===== config.mk =====
export PLATFORM = sky130hd
export DESIGN_NAME = rim_toggler
export DESIGN_NICKNAME = d
export VERILOG_FILES = /design/src/rtl/rim_toggler_pkg.sv /design/src/rtl/rim_toggler_rom.sv /design/src/rtl/rim_toggler.sv
export SDC_FILE = /design/constraint.sdc
export NUM_CORES = 1
export LEC_CHECK = 0
export ABC_CLOCK_PERIOD_IN_PS = 4200
export CAP_MARGIN = 15
export CORE_MARGIN = 2
export CORE_UTILIZATION = 55
export DETAILED_ROUTE_END_ITERATION = 8
export PLACE_DENSITY = 0.89
export SLEW_MARGIN = 20
export SYNTH_ARGS = -nofsm -noshare
export SYNTH_HDL_FRONTEND = slang
export SYNTH_SLANG_ARGS = --single-unit

===== constraint.sdc =====
create_clock -name clk -period 4.2 [get_ports clk]
set_input_delay 0.42 -clock clk [delete_from_list [all_inputs] [get_ports clk]]
set_output_delay 0.42 -clock clk [all_outputs]
set_load 0.02 [all_outputs]

===== src/rtl/rim_toggler_pkg.sv =====
`default_nettype none
// ============================================================================
// Module      : rim_pkg
// Description : Shared types and constants for the RIM auto-loader. These
//               cover FSM states, panel key codes, the loader base address
//               and the 16-word low-speed RIM loader image.
// Revision    : 1.0 - initial release
// ============================================================================
package rim_pkg;

  typedef enum logic [1:0] {
    ST_IDLE  = 2'd0,
    ST_SETUP = 2'd1,
    ST_PULSE = 2'd2,
    ST_GAP   = 2'd3
  } state_t;

  typedef enum logic [1:0] {
    KEY_EXTD = 2'd0,
    KEY_ADDR = 2'd1,
    KEY_DEP  = 2'd2,
    KEY_CONT = 2'd3
  } key_t;

  localparam logic [0:11] RIM_BASE  = 12'o7756;
  localparam int          RIM_WORDS = 16;
  localparam int          N_STEPS   = 20;

  // Low-speed RIM loader image, word n lands at RIM_BASE + n.
  function automatic logic [0:11] rim_word(input logic [4:0] n);
    logic [0:11] w;
    case (n)
      5'd0:    w = 12'o6032;
      5'd1:    w = 12'o6031;
      5'd2:    w = 12'o5357;
      5'd3:    w = 12'o6036;
      5'd4:    w = 12'o7106;
      5'd5:    w = 12'o7006;
      5'd6:    w = 12'o7510;
      5'd7:    w = 12'o5357;
      5'd8:    w = 12'o7006;
      5'd9:    w = 12'o6031;
      5'd10:   w = 12'o5367;
      5'd11:   w = 12'o6034;
      5'd12:   w = 12'o7420;
      5'd13:   w = 12'o3776;
      5'd14:   w = 12'o3376;
      5'd15:   w = 12'o5356;
      default: w = 12'o0000;
    endcase
    return w;
  endfunction

endpackage
`default_nettype wire


===== src/rtl/rim_toggler_rom.sv =====
`default_nettype none
// ============================================================================
// Module      : rim_rom
// Description : Combinational step table of the auto-loader. It maps a step
//               index to the panel key pressed in that step and the switch
//               register value presented with it.
// Revision    : 1.0 - initial release
// ============================================================================
module rim_rom
  import rim_pkg::*;
(
  input  logic [4:0]  idx,
  output key_t        key,
  output logic [0:11] sr
);

  localparam logic [4:0] DEP_FIRST = 5'd2;
  localparam logic [4:0] DEP_LAST  = 5'(2 + RIM_WORDS - 1);

  // Step decode: EXTD, ADDR, the deposits, ADDR again, then CONT.
  always_comb begin
    key = KEY_DEP;
    sr  = 12'o0000;
    if (idx == 5'd0) begin
      key = KEY_EXTD;
      sr  = 12'o0000;
    end else if (idx == 5'd1 || idx == 5'(N_STEPS - 2)) begin
      key = KEY_ADDR;
      sr  = RIM_BASE;
    end else if (idx == 5'(N_STEPS - 1)) begin
      key = KEY_CONT;
      sr  = RIM_BASE;
    end else if (idx >= DEP_FIRST && idx <= DEP_LAST) begin
      key = KEY_DEP;
      sr  = rim_word(idx - DEP_FIRST);
    end
  end

endmodule
`default_nettype wire


===== src/rtl/rim_toggler.sv =====
`default_nettype none
// ============================================================================
// Module      : rim_toggler
// Description : Front-panel auto-loader for the PDP8e. On start it replays
//               the operator key sequence that toggles in the RIM loader,
//               reloads the start address and optionally presses CONT. When
//               idle it forwards the physical switches with one cycle of
//               latency.
// Revision    : 1.0 - initial release
// ============================================================================
module rim_toggler
  import rim_pkg::*;
#(
  parameter int SETUP_CYCLES = 1000,
  parameter int HOLD_CYCLES  = 2_000_000,
  parameter int GAP_CYCLES   = 2_000_000,
  parameter int AUTO_RUN     = 1,
  parameter int CNT_W        = 22
) (
  input  logic        clk,
  input  logic        reset,
  input  logic        start,
  input  logic [0:11] sr_in,
  input  logic        extd_addrn_in,
  input  logic        addr_loadn_in,
  input  logic        contn_in,
  input  logic        dep_in,
  output logic [0:11] sr_out,
  output logic        extd_addrn_out,
  output logic        addr_loadn_out,
  output logic        contn_out,
  output logic        dep_out,
  output logic        busy,
  output logic        done
);

  // The timer is loaded with count-1 so a phase of N cycles ends when it reads 0.
  localparam logic [CNT_W-1:0] SETUP_LOAD = CNT_W'(SETUP_CYCLES - 1);
  localparam logic [CNT_W-1:0] HOLD_LOAD  = CNT_W'(HOLD_CYCLES - 1);
  localparam logic [CNT_W-1:0] GAP_LOAD   = CNT_W'(GAP_CYCLES - 1);
  localparam logic [4:0]       LAST_STEP  = (AUTO_RUN != 0) ? 5'(N_STEPS - 1)
                                                            : 5'(N_STEPS - 2);

  state_t           state, state_nx;
  logic [4:0]       step, step_nx;
  logic [CNT_W-1:0] timer, timer_nx;
  logic             done_nx;
  key_t             rom_key;
  logic [0:11]      rom_sr;
  logic [0:11]      sr_nx;
  logic             extd_nx, addr_nx, cont_nx, dep_nx;

  // The table is indexed with the next step so the output registers line up with the state register.
  rim_rom u_rom (
    .idx (step_nx),
    .key (rom_key),
    .sr  (rom_sr)
  );

  // Next-state, step index and phase timer.
  always_comb begin
    state_nx = state;
    step_nx  = step;
    timer_nx = timer;
    done_nx  = 1'b0;
    case (state)
      ST_IDLE: begin
        if (start) begin
          state_nx = ST_SETUP;
          step_nx  = 5'd0;
          timer_nx = SETUP_LOAD;
        end
      end
      ST_SETUP: begin
        if (timer == '0) begin
          state_nx = ST_PULSE;
          timer_nx = HOLD_LOAD;
        end else begin
          timer_nx = timer - 1'b1;
        end
      end
      ST_PULSE: begin
        if (timer == '0) begin
          state_nx = ST_GAP;
          timer_nx = GAP_LOAD;
        end else begin
          timer_nx = timer - 1'b1;
        end
      end
      ST_GAP: begin
        if (timer == '0) begin
          if (step == LAST_STEP) begin
            state_nx = ST_IDLE;
            step_nx  = 5'd0;
            timer_nx = '0;
            done_nx  = 1'b1;
          end else begin
            state_nx = ST_SETUP;
            step_nx  = step + 5'd1;
            timer_nx = SETUP_LOAD;
          end
        end else begin
          timer_nx = timer - 1'b1;
        end
      end
      default: begin
        state_nx = ST_IDLE;
        step_nx  = 5'd0;
        timer_nx = '0;
      end
    endcase
  end

  // Output values for the coming cycle: pass-through when idle, table-driven otherwise.
  always_comb begin
    sr_nx   = sr_in;
    extd_nx = extd_addrn_in;
    addr_nx = addr_loadn_in;
    cont_nx = contn_in;
    dep_nx  = dep_in;
    if (state_nx != ST_IDLE) begin
      sr_nx   = rom_sr;
      extd_nx = 1'b1;
      addr_nx = 1'b1;
      cont_nx = 1'b1;
      dep_nx  = 1'b0;
      if (state_nx == ST_PULSE) begin
        case (rom_key)
          KEY_EXTD: extd_nx = 1'b0;
          KEY_ADDR: addr_nx = 1'b0;
          KEY_DEP:  dep_nx  = 1'b1;
          KEY_CONT: cont_nx = 1'b0;
          default:  dep_nx  = 1'b0;
        endcase
      end
    end
  end

  // State, timer and registered panel outputs.
  always_ff @(posedge clk) begin
    if (reset) begin
      state          <= ST_IDLE;
      step           <= 5'd0;
      timer          <= '0;
      busy           <= 1'b0;
      done           <= 1'b0;
      sr_out         <= 12'o0000;
      extd_addrn_out <= 1'b1;
      addr_loadn_out <= 1'b1;
      contn_out      <= 1'b1;
      dep_out        <= 1'b0;
    end else begin
      state          <= state_nx;
      step           <= step_nx;
      timer          <= timer_nx;
      busy           <= (state_nx != ST_IDLE);
      done           <= done_nx;
      sr_out         <= sr_nx;
      extd_addrn_out <= extd_nx;
      addr_loadn_out <= addr_nx;
      contn_out      <= cont_nx;
      dep_out        <= dep_nx;
    end
  end

  // Zero-length phases and counts that overflow the timer are illegal configurations.
  always @(posedge clk) begin
    assert (SETUP_CYCLES > 0 && HOLD_CYCLES > 0 && GAP_CYCLES > 0)
      else $error("rim_toggler: phase cycle parameters must be at least 1");
    assert (SETUP_CYCLES <= (1 << CNT_W) && HOLD_CYCLES <= (1 << CNT_W) &&
            GAP_CYCLES <= (1 << CNT_W))
      else $error("rim_toggler: CNT_W too narrow for phase cycle parameters");
  end

endmodule
`default_nettype wire

==> results by group <==
Power
  – Switching Share: 34.52%
  – Power Internal: 0.7370 mW
  – PwrDens: 332.3 mW/mm²
  – Seq pwr share: 45.2%
  – Worst ir drop on vdd: 0.2405 mV
  – Combinational fraction of design power: 29.9%
  – Leak: 1.271 nW
  – Clock power frac: 24.8%
  – NetSw: 0.3886 mW

Die
  – IO Count: 37
  – Die H: 76.04 µm
  – Initial Util: 56.60%
  – Die X: 76.04 µm
  – # rows: 26
  – Core Area: 0.005042 mm²
  – Die Area: 0.005781 mm²

Worst setup path
  – Crit-path cells: inv_1, ha_1, or3b_1, or3_1, o311a_1, nor2_2, ha_1, o2111a_1, o2111ai_1, a221oi_4, buf_4, nand2_1, o21ai_1
  – Worst Path Buf+Inv: 2
  – Crit-path slowest cell: or3_1
  – Top delay family on crit path: compound AO/OA/AOI/OAI gates
  – Crit path depth: 13
  – CP most frequent cell: ha_1
  – Reg-to-Reg Start: timer[0]
  – Critical Path Source: timer[0]
  – Req. time, crit path: 4450 ps
  – R2R cell count: 13
  – Crit Path Category: flop to flop
  – CP max stage delay: 590 ps
  – Crit. End Element: flop
  – Crit path DAT: 4230 ps
  – Startpoint types: flop
  – Max FO, Critical Path: 10

Clock tree
  – Clock sinks: 47
  – Post-CTS Setup Repair Bufs: 0
  – Number of H-tree levels: 2
  – Clk root buf: clkbuf_8
  – Clock-pin slew on the worst setup and hold paths: 100 ps
  – Largest buffer count on any clock path: 2
  – Num CTS Buffers: 5
  – CTS tree: built
  – Later-pin clock latency in the skew report: 310 ps

Timing
  – Final Max Tran Viols: 0
  – Max Fclk: 0.2514 GHz
  – Final worst-path cycle share: 94.71%
  – Worst slew pin tran: 804.3 ps
  – Max_slew headroom: 45.82%
  – Minimum clock period: 3978 ps
  – Final hold vios: 0
  – Setup Viol. Count Final: 0
  – Clock Skew: 7.939 ps
  – Final worst setup slack: 222.4 ps

Logic synthesis
  – Area leader, netlist: dfxtp_1
  – Simple-Gate Fraction of Synth Area: 26.17%
  – Mapped Cells: 346
  – Commonest register cell after synthesis: dfxtp_1
  – Syn_area_per_cell: 8.249 µm²
  – Asr flop ratio synth: 0%
  – Most frequent cells after synthesis: dfxtp_1, nor2_1, nand2_1
  – Post-synth EDFFs: 0
  – Synth Area in Compound Gates: 25.65%
  – Cell Area, Synth: 0.002854 mm²
  – Count leader, synth: dfxtp_1
  – Main combinational cell family by area after synthesis: simple AND/OR/NAND/NOR gates
  – XOR/XNOR share of the synthesized area: 3.595%
  – Synth Area in Adders: 6.138%
  – Multiplexer share of the synthesized area: 1.140%
  – Top post-synthesis cells by area: dfxtp_1, ha_1, nor2_1, o21ai_0, nand2_1
  – Yosys cell types: 67
  – Synth top area share: 32.97%
  – Seq/Total Area, Yosys: 32.97%
  – FF+latch count, synth: 47
  – Mapped Nets: 379
  – Synthesis Warnings: 0

Final layout
  – Fin nets: 415
  – P&R area growth vs syn: 18.68%
  – Post-route cell area: 0.003387 mm²
  – Fillers: 404
  – Share of cells above drive strength 1: 8.355%
  – Final std cells w/o fill: 453
  – # diodes: 0

Global route
  – Initial antenna violation count: 0
  – GR Util All Layers: 25.27%
  – Largest net degree at the start of global routing: 27
  – First-pass GRT wire length: 12170 µm
  – Vias in the first global route: 2654
  – GR Overflow Total: 0

Detailed routing
  – Drt via density: 6.185
  – Drt initial violations: 193
  – Post-Route WL: 7420 µm
  – Total number of vias: 2802
  – Drt first pass iters: 5
  – Routed len/inst: 16.38 µm
  – DR top layer: met4
  – Post-route ant nets: 0
  – Met2 WL: 3749 µm
  – Wire length on met1: 3125 µm
  – DRC violations left: 0
  – Routed wl met3: 423 µm

Worst hold path
  – HP Class: flop to flop
  – Hold depth: 2
  – Worst hold start: timer[6]

Placement
  – HPWL after DPL: 5290 µm
  – Placed insts: 445
  – Placement Setup Slack: 225.8 ps
  – RD Place Congestion: 0.8915
  – IO buf count: 36
  – Placed cell area: 0.003287 mm²

Run
  – Max Cap Viol: 0

Status
  – Status: finished, final reports clean
## logic make-up after synthesis
| family | Yosys count |
|---|---|
| XOR/XNOR | 10 |
| buffers and inverters | 29 |
| flip-flops | 47 |
| AO/OA/AOI/OAI | 99 |
| AND/OR/NAND/NOR | 145 |
| multiplexers | 2 |
| adder cells (fa/ha/maj) | 14 |
## metal layers
metal | GRT usage [%] | vias up
met5 | 0 | -
met4 | 8.545 | 0
met3 | 4.976 | 18
met2 | 45.00 | 118
met1 | 30.53 | 1327
li1 | - | 1339
## through the flow
| step | hold WS [ps] | power (mW) | setup TNS [ps] | utilization (%) |
|---|---|---|---|---|
| finish | 487.7 | 1.126 | 0 | 67.17 |
| global route | 511.3 | 1.178 | -36.11 | 67.17 |
| CTS | 488.2 | 1.117 | 0 | 66.95 |
| detailed placement | 472.6 | 0.8464 | 0 | 65.19 |
| global placement | 453.3 | 0.8371 | 0 | 65.19 |
| floorplan | 439.2 | 0.7421 | 0 | - |
## worst paths after layout
path / endpoint / slack [ps]
setup / recovery: sr_out[7] / 220
hold / removal: timer[6] / 490
setup reg to reg: sr_out[7] / 220
hold reg to reg: timer[6] / 490
## state kept, by name, summed over array words and instances, names as in the netlist
register / count
timer: 22
extd_addrn_out: 1
done: 1
busy: 1
sr_out: 12
contn_out: 1
addr_loadn_out: 1
dep_out: 1
step: 5
state: 2
## power groups by stage
stage,clock network (mW),registers (mW),logic [mW]
2_1_floorplan,0,0.534,0.208
5_1_grt,0.297,0.515,0.366
3_5_place_dp,0,0.518,0.329
4_1_cts,0.278,0.508,0.332
6_report,0.279,0.509,0.337
3_3_place_gp,0,0.517,0.320
## what timing repair did
| item | in CTS | in global routing |
|---|---|---|
| setup endpoints to repair | 0 | 8 |
| resized for setup | 0 | 1 |
| hold buffers | 0 | 0 |
## layout make-up
| cell class | count | area (µm²) | area share, % |
|---|---|---|---|
| tap | 70 | 87.58 | 2.586 |
| timing repair buffer | 43 | 412.9 | 12.19 |
| sequential | 47 | 940.9 | 27.78 |
| multi-input combinational | 270 | 1800 | 53.16 |
| inverter | 15 | 56.30 | 1.662 |
| clock buffer | 5 | 68.82 | 2.032 |
| clock inverter | 3 | 20.02 | 0.5911 |
## layout by cell type, fill, tap and decap left out, types with 2 or more instances in the layout
cell	count
dfxtp_1	47
xnor2_1	7
a21o_1	3
o21ai_1	2
nand3b_1	5
o21ai_0	28
clkinvlp_4	2
o41a_1	2
buf_4	7
nor2b_1	6
o22ai_1	3
a31oi_1	2
nor2_1	44
nor3_1	11
a31o_2	2
or3_1	5
nand4_1	2
nor4_1	9
or2_2	2
clkdlybuf4s50_1	36
o21a_1	2
nand2_1	33
nand3_1	8
a21oi_1	14
a221oi_1	3
o211ai_1	3
inv_1	14
a211oi_1	2
and2_1	4
a311oi_1	3
ha_1	14
nand2b_1	5
o311a_1	2
clkbuf_8	5
o31ai_1	3
a22oi_1	5
a221o_1	8
## worst register-to-register path: stages, from the launching register on
cell and delay (ps):
dfxtp_1 350, inv_1 80, ha_1 170, or3b_1 450
or3_1 590, o311a_1 440, nor2_2 240, ha_1 360
o2111a_1 260, o2111ai_1 160, a221oi_4 440, buf_4 220
nand2_1 60, o21ai_1 110
Power figures use the tool's default switching activity.
